**src/rtl/ahb_pkg.sv**
```systemverilog
// ahb_pkg: AHB-Lite encodings, bridge FSM states and byte-lane helpers for ahb_to_bus_protocol
package ahb_pkg;
  typedef enum logic [1:0] {TR_IDLE, TR_BUSY, TR_NONSEQ, TR_SEQ} htrans_t;
  typedef enum logic [2:0] {SZ_BYTE, SZ_HALF, SZ_WORD} hsize_t;
  typedef enum logic {RESP_OKAY, RESP_ERROR} hresp_t;
  typedef enum logic [1:0] {IDLE, DATA, ERR1, ERR2} ahb2bp_state_t;
  function automatic logic [3:0] ahb_strobe(input logic [2:0] hsize, input logic [1:0] addr_lo);
    return hsize == SZ_BYTE ? 4'b0001 << addr_lo :
           hsize == SZ_HALF ? 4'b0011 << {addr_lo[1], 1'b0} : 4'hF;
  endfunction
  function automatic logic ahb_misaligned(input logic [2:0] hsize, input logic [1:0] addr_lo);
    return (hsize == SZ_HALF && addr_lo[0]) || (hsize == SZ_WORD && addr_lo != 2'd0) || hsize > SZ_WORD;
  endfunction
endpackage

```
**src/rtl/ahb_to_bus_protocol.sv**
```systemverilog
// ahb_to_bus_protocol: AHB-Lite subordinate to flat bus-protocol bridge; AHB2BP_RDATA_REG_EN registers read data/error
module ahb_to_bus_protocol
  import ahb_pkg::*;
#(
  parameter int ADDR_WIDTH    = 32,
  parameter int STALL_TIMEOUT = 0
) (
  input  logic                  clk,
  input  logic                  nReset,
  input  logic                  HSEL,
  input  logic [ADDR_WIDTH-1:0] HADDR,
  input  logic [1:0]            HTRANS,
  input  logic [2:0]            HSIZE,
  input  logic                  HWRITE,
  input  logic [31:0]           HWDATA,
  input  logic                  HREADY,
  output logic [31:0]           HRDATA,
  output logic                  HREADYOUT,
  output logic                  HRESP,
  output logic                  wen,
  output logic                  ren,
  output logic [ADDR_WIDTH-1:0] addr,
  output logic [31:0]           wdata,
  output logic [3:0]            strobe,
  input  logic [31:0]           rdata,
  input  logic                  error,
  input  logic                  request_stall
);
  localparam int CW = (STALL_TIMEOUT > 0) ? $clog2(STALL_TIMEOUT + 1) : 1;
  localparam logic [CW-1:0] CNT_LAST = CW'((STALL_TIMEOUT > 0) ? STALL_TIMEOUT - 1 : 0);
`ifdef AHB2BP_RDATA_REG_EN
  localparam bit RD_REG = 1'b1;
`else
  localparam bit RD_REG = 1'b0;
`endif
  ahb2bp_state_t         state_q, state_d;
  logic [ADDR_WIDTH-1:0] addr_q, addr_d;
  logic                  write_q, write_d;
  logic [3:0]            strobe_q, strobe_d;
  logic [CW-1:0]         cnt_q, cnt_d;
  logic                  cap_q, cap_d;
  logic [31:0]           rdata_q, rdata_d;
  logic                  err_q, err_d;
  logic                  accept, bad, timeout, take;
  assign accept  = HSEL & HREADY & (HTRANS == TR_NONSEQ || HTRANS == TR_SEQ);
  assign bad     = ahb_misaligned(HSIZE, HADDR[1:0]);
  assign timeout = (STALL_TIMEOUT != 0) && (cnt_q == CNT_LAST);
  assign addr    = addr_q;
  // A bus error holds HREADYOUT low so the OKAY-looking cycle never completes the transfer
  always_comb begin
    state_d   = state_q;
    addr_d    = addr_q;
    write_d   = write_q;
    strobe_d  = strobe_q;
    cnt_d     = cnt_q;
    cap_d     = 1'b0;
    rdata_d   = rdata_q;
    err_d     = err_q;
    take      = 1'b0;
    HREADYOUT = 1'b1;
    HRESP     = RESP_OKAY;
    HRDATA    = '0;
    wen       = 1'b0;
    ren       = 1'b0;
    wdata     = '0;
    strobe    = '0;
    case (state_q)
      DATA: if (cap_q) begin
        HRDATA    = rdata_q;
        HREADYOUT = !err_q;
        take      = !err_q;
        if (err_q) state_d = ERR1;
      end else begin
        wen       = write_q;
        ren       = !write_q;
        strobe    = strobe_q;
        wdata     = write_q ? HWDATA : '0;
        HRDATA    = rdata;
        HREADYOUT = !request_stall & !error;
        if (request_stall) begin
          cnt_d = &cnt_q ? cnt_q : cnt_q + 1'b1;
          if (timeout) state_d = ERR1;
        end else if (RD_REG && !write_q) begin
          cap_d     = 1'b1;
          rdata_d   = rdata;
          err_d     = error;
          HREADYOUT = 1'b0;
        end else if (error) state_d = ERR1;
        else take = 1'b1;
      end
      ERR1: begin
        HREADYOUT = 1'b0;
        HRESP     = RESP_ERROR;
        state_d   = ERR2;
      end
      ERR2: begin
        HRESP = RESP_ERROR;
        take  = 1'b1;
      end
      default: take = 1'b1;
    endcase
    if (take) begin
      state_d = accept ? (bad ? ERR1 : DATA) : IDLE;
      if (accept) begin
        addr_d   = HADDR;
        write_d  = HWRITE;
        strobe_d = ahb_strobe(HSIZE, HADDR[1:0]);
        cnt_d    = '0;
      end
    end
  end
  always_ff @(posedge clk or negedge nReset) begin
    if (!nReset) begin
      state_q  <= IDLE;
      addr_q   <= '0;
      write_q  <= 1'b0;
      strobe_q <= '0;
      cnt_q    <= '0;
      cap_q    <= 1'b0;
      rdata_q  <= '0;
      err_q    <= 1'b0;
    end else begin
      state_q  <= state_d;
      addr_q   <= addr_d;
      write_q  <= write_d;
      strobe_q <= strobe_d;
      cnt_q    <= cnt_d;
      cap_q    <= cap_d;
      rdata_q  <= rdata_d;
      err_q    <= err_d;
    end
  end
endmodule

```
**config.mk**
```make
export PLATFORM = sky130hd
export DESIGN_NAME = ahb_to_bus_protocol
export DESIGN_NICKNAME = d
export VERILOG_FILES = /design/src/rtl/ahb_pkg.sv /design/src/rtl/ahb_to_bus_protocol.sv
export SDC_FILE = /design/constraint.sdc
export NUM_CORES = 1
export LEC_CHECK = 0
export CAP_MARGIN = 10
export CORE_MARGIN = 4
export CORE_UTILIZATION = 31
export CTS_CLUSTER_DIAMETER = 40
export DETAILED_ROUTE_END_ITERATION = 8
export GPL_ROUTABILITY_DRIVEN = 0
export PLACE_DENSITY_LB_ADDON = 0.12
export RECOVER_POWER = 100
export REMOVE_ABC_BUFFERS = 1
export SKIP_CTS_REPAIR_TIMING = 1
export SLEW_MARGIN = 20
export SYNTH_ARGS = -nofsm -noshare
export SYNTH_HDL_FRONTEND = slang
export SYNTH_SLANG_ARGS = --single-unit
```
**constraint.sdc**
```tcl
create_clock -name clk -period 3.3 [get_ports clk]
set_input_delay 0.66 -clock clk [delete_from_list [all_inputs] [get_ports clk]]
set_output_delay 0.66 -clock clk [all_outputs]
set_load 0.03 [all_outputs]
```
# Word level (Yosys, flattened, before mapping)
# Cells that the tools add are included.
[op_classes]
n_addsub = 0
n_mul = 0
div = 0
order_cmp = 1
n_eq_ne = 9
n_shift = 2
muxes = 19
bitwise = 3
reduce_logical = 14
[op_table]
columns = ["cell", "count"]
rows = [
  ["$mux 32", 3],
  ["$mux 4", 3],
  ["$mux 2", 5],
  ["$eq 2x2->1 const B", 4],
  ["$ne 3x3->1 const B", 2],
  ["$mux 1", 5],
  ["$pmux 1 s2", 2],
  ["$pmux 2 s2", 1],
  ["$shl 1x2->4 const A", 1],
  ["$shl 2x2->4 const A", 1],
  ["$and 1x1->1", 3],
  ["$eq 3x1->1 const B", 1],
  ["$eq 3x2->1 const B", 1],
  ["$gt 3x2->1 const B", 1],
  ["$logic_not 1->1", 3],
  ["$logic_not 3->1", 1],
  ["$logic_or 1x1->1", 3],
  ["$reduce_and 3->1", 1],
  ["$reduce_bool 3->1", 1],
  ["$eq 2x1->1 const B", 1],
  ["$logic_and 1x1->1", 2],
  ["$reduce_and 2->1", 1],
  ["$reduce_bool 2->1", 1],
  ["$reduce_or 2->1", 1],
]
[totals]
regBits = 39
latch_bits = 0
mem_bits_rw = 0
mem_bits_ro = 0
in_bits = 108
output_inout_bits = 104
elab_cells = 52
memories = 0

# Depth between registers and ports, before layout
[logic_depth]
ltp_word = 7
ltp_mapped = 4

# Least setup slack after synthesis
# No wires, ideal clock.
[synth_timing]
path_type = "flip-flop to output port"
startpoint = "register state_q[1]"
endpoint = "output port HRDATA[22]"
arrival_time_ps = 1390
path_slack_ps = 1250
path_stages_with_launch = 5
cell_sequence = "dfrtp_1 > and2b_1 > clkbuf_1 > clkbuf_1 > and2_1"
[synth_via]
elab_chain_cells = 2
[synth_rtl]
columns = ["item", "line", "text"]
rows = [
  ["start: declaration", "ahb_to_bus_protocol.sv:36", "ahb2bp_state_t state_q, state_d;"],
  ["start signal: assignment", "ahb_to_bus_protocol.sv:123", "state_q <= state_d;"],
  ["$eq 2x1->1", "ahb_to_bus_protocol.sv:67", "case (state_q)"],
  ["$mux 32", "ahb_to_bus_protocol.sv:67", ""],
  ["end: declaration", "ahb_to_bus_protocol.sv:17", "output logic [31:0] HRDATA,"],
]
# No other way between the ends.

# Final worst setup path
[layout_timing]
startpoint = "input port request_stall"
endpoint = "register addr_q[2], in the netlist addr[2]"
[layout_via]
elab_chain_cells = 3
[layout_rtl]
columns = ["item", "line", "text"]
rows = [
  ["start: declaration", "ahb_to_bus_protocol.sv:27", "input logic request_stall"],
  ["$mux 1", "ahb_to_bus_protocol.sv:80", "if (request_stall) begin"],
  ["$pmux 1 s2", "ahb_to_bus_protocol.sv:67", ""],
  ["$reduce_and 2->1 (no line)", "--", ""],
  ["end signal: assignment", "ahb_to_bus_protocol.sv:124", "addr_q <= addr_d;"],
  ["end: declaration", "ahb_to_bus_protocol.sv:37", "logic [ADDR_WIDTH-1:0] addr_q, addr_d;"],
]
# No other way between the ends.
# A chain may end at the register's enable or synchronous reset.

==> results.sh <==
export IMPL_status="complete, but fails checks"
export IMPL_violations="max-capacitance violations, max-slew violations"
export IMPL_irDropWorstVdd_mv=0.4554
export IMPL_drive_above_1_share=0.1247
export IMPL_worst_pin_slew_ns=2.071
export IMPL_clock_skew_ns=0.005035
export IMPL_grt_max_degree=45
export IMPL_synth_seq_cells=39
export IMPL_drtIter0Drc=49
export IMPL_fmax_mhz=344.7
export IMPL_place_hpwl_um=6670
export IMPL_rsz0062_at_grt="false"
export IMPL_clock_path_buffers=2
export IMPL_track_usage=0.1931
export IMPL_die_h_um=89.90
export IMPL_setup_violations_final=0
export IMPL_dp_worst_setup_slack_ns=0.4263
export IMPL_grt_first_pass_wirelength_um=12480
export IMPL_port_buffers=210
export IMPL_layout_setup_ws_ns=0.3986
export IMPL_ys_types=27
export IMPL_grt_pass1_vias=2170
export IMPL_htreeDepth=2
export IMPL_die_x_um=89.90
export IMPL_synth_adder_area_share=0
export IMPL_route_detailed_drc=0
export IMPL_syn_inst=186
export IMPL_slew_headroom=-0.3804
export IMPL_ios=212
export IMPL_synth_area_leaders="dfrtp_1 47%, mux2_2 19%, and2_1 11%"
export IMPL_met2_length_um=4325
export IMPL_start_kind="primary input"
export IMPL_area_growth_pct=106.6
export IMPL_core_area_sq_mm=0.006422
export IMPL_final_cell_mix="105 x clkdlybuf4s50_1, 104 x dlygate4sd3_1, 39 x dfrtp_1"
export IMPL_postSynthAreaPerCell_sq_um=11.18
export IMPL_clock_sink_count=39
export IMPL_diodes=0
export IMPL_final_nets=500
export IMPL_wl_met3_um=640
export IMPL_synth_top_family_by_area="simple AND/OR/NAND/NOR gates"
export IMPL_synth_compound_area_frac=0.03730
export IMPL_initial_core_util=0.3238
export IMPL_p_leak_nw=2.071
export IMPL_clkTransAtPathRegs_ns=0.07
export IMPL_synth_xor_area_frac=0
export IMPL_setup_tns_ns=0
export IMPL_period_share=0.8792
export IMPL_antenna_found_initial=0
export IMPL_hold_violations=0
export IMPL_ant_nets=0
export IMPL_m1WireLength_um=3033
export IMPL_timing_max_cap_violations=1
export IMPL_yosys_area_top_type="dfrtp_1"
export IMPL_end_kind="flip-flop"
export IMPL_crit_type="primary input to flip-flop"
export IMPL_hold_path_class="flip-flop to flip-flop"
export IMPL_yosysTopAreaCellShare=0.4693
export IMPL_fillerInstances=528
export IMPL_clk_latency_ns=0.28
export IMPL_num_rows=29
export IMPL_top_layer_used="met4"
export IMPL_cp_arrival_ns=3.07
export IMPL_p_per_area_mw_per_mm2=790.6
export IMPL_grt_overflow=0
export IMPL_synth_seq_area_share=0.4693
export IMPL_die_area_sq_mm=0.008082
export IMPL_worstPathMaxFanout=27
export IMPL_drv_slew=40
export IMPL_via_per_inst=4.617
export IMPL_layout_commonest_cell="clkdlybuf4s50_1"
export IMPL_min_period_ns=2.901
export IMPL_synth_area_sq_mm=0.002079
export IMPL_yosys_warnings=0
export IMPL_cts_tree="yes"
export IMPL_postRouteWirelength_um=8086
export IMPL_clock_root_buffer="clkbuf_8"
export IMPL_synth_simple_gate_area_share=0.2539
export IMPL_cts_buffers=5
export IMPL_synthMuxAreaShare=0.1998
export IMPL_drtPass1Iterations=4
export IMPL_wl_per_cell_um=17.20
export IMPL_vias=2170
export IMPL_cp_required_ns=3.47
## power by group
part	total [W]	leakage, nW	switching [W]	internal [W]
Combinational	0.00222	1.57	0.00128	0.000946
Sequential	0.000864	0.458	0.000149	0.000715
Clock	0.000308	0.0412	0.000161	0.000148
Total	0.00340	2.07	0.00159	0.00181
## critical path: stages
cell and delay [ns]:
clkdlybuf4s50_1 0.50, nor2_1 0.07, o211ai_2 1.09, buf_4 0.37, mux2_2 0.36
## cells in the mapped netlist
library cell / number
a2111oi_0: 1
a211oi_1: 1
a21o_1: 1
a21oi_1: 1
a31o_2: 1
and2_1: 37
and2b_1: 1
and3_1: 33
buf_6: 3
clkbuf_1: 11
dfrtp_1: 39
inv_1: 2
mux2_1: 1
mux2_2: 35
mux2i_1: 1
nand2_1: 4
nand2b_4: 1
nand3b_1: 1
nor2_1: 4
nor2b_1: 1
o211ai_4: 1
o21a_1: 1
o21ai_0: 1
o22ai_1: 1
or2b_4: 1
or3_1: 1
or4_1: 1
## worst paths after layout
kind | start | to | slack [ns] | cells after the start
worst max-delay path | request_stall | addr[2] | 0.40 | 5
worst min-delay path | addr[25] | addr[25] | 0.50 | 1
worst max register to register | state_q[1] | addr[2] | 0.75 | 4
worst min register to register | addr[25] | addr[25] | 0.50 | 1
max in group asynchronous | nReset | addr[27] | 1.14 | 1
min in group asynchronous | nReset | addr[26] | 0.96 | 1
## final cells by class
class	instances	area [sq um]	share of cell area
clock inverter	2	12.51	0.002913
multi-input combinational	131	1012	0.2357
clock buffer	6	72.57	0.01689
timing repair buffer	213	2118	0.4932
sequential	39	975.9	0.2272
inverter	2	7.507	0.001748
tap	77	96.34	0.02243
## state kept, by name, indices dropped and copies added (netlist names)
signal and cells:
state_q 2, write_q 1, addr 32, strobe_q 4
## cells by family after synthesis
logic type | Yosys count
simple gates | 85
flops | 39
mux | 37
buf+inv | 16
compound gates | 9
## through the flow
step	cells	hold WS [ns]	util	cell area, sq um	power (W)
2_1_floorplan	172	0.3644	-	2004	0.002167
3_3_place_gp	462	0.4774	0.6571	4220	0.003245
3_5_place_dp	462	0.4889	0.6571	4220	0.003283
4_1_cts	470	0.5051	0.6704	4305	0.003602
5_1_grt	470	0.5260	0.6688	4295	0.003585
6_report	470	0.4962	0.6688	4295	0.003396
## per-layer routing
layer  vias up  track usage
met5         -            0
met4         0      0.04464
met3         6      0.06010
met2        99       0.3615
met1      1018       0.2125
li1       1047            -
(Power assumes the default switching activity.)
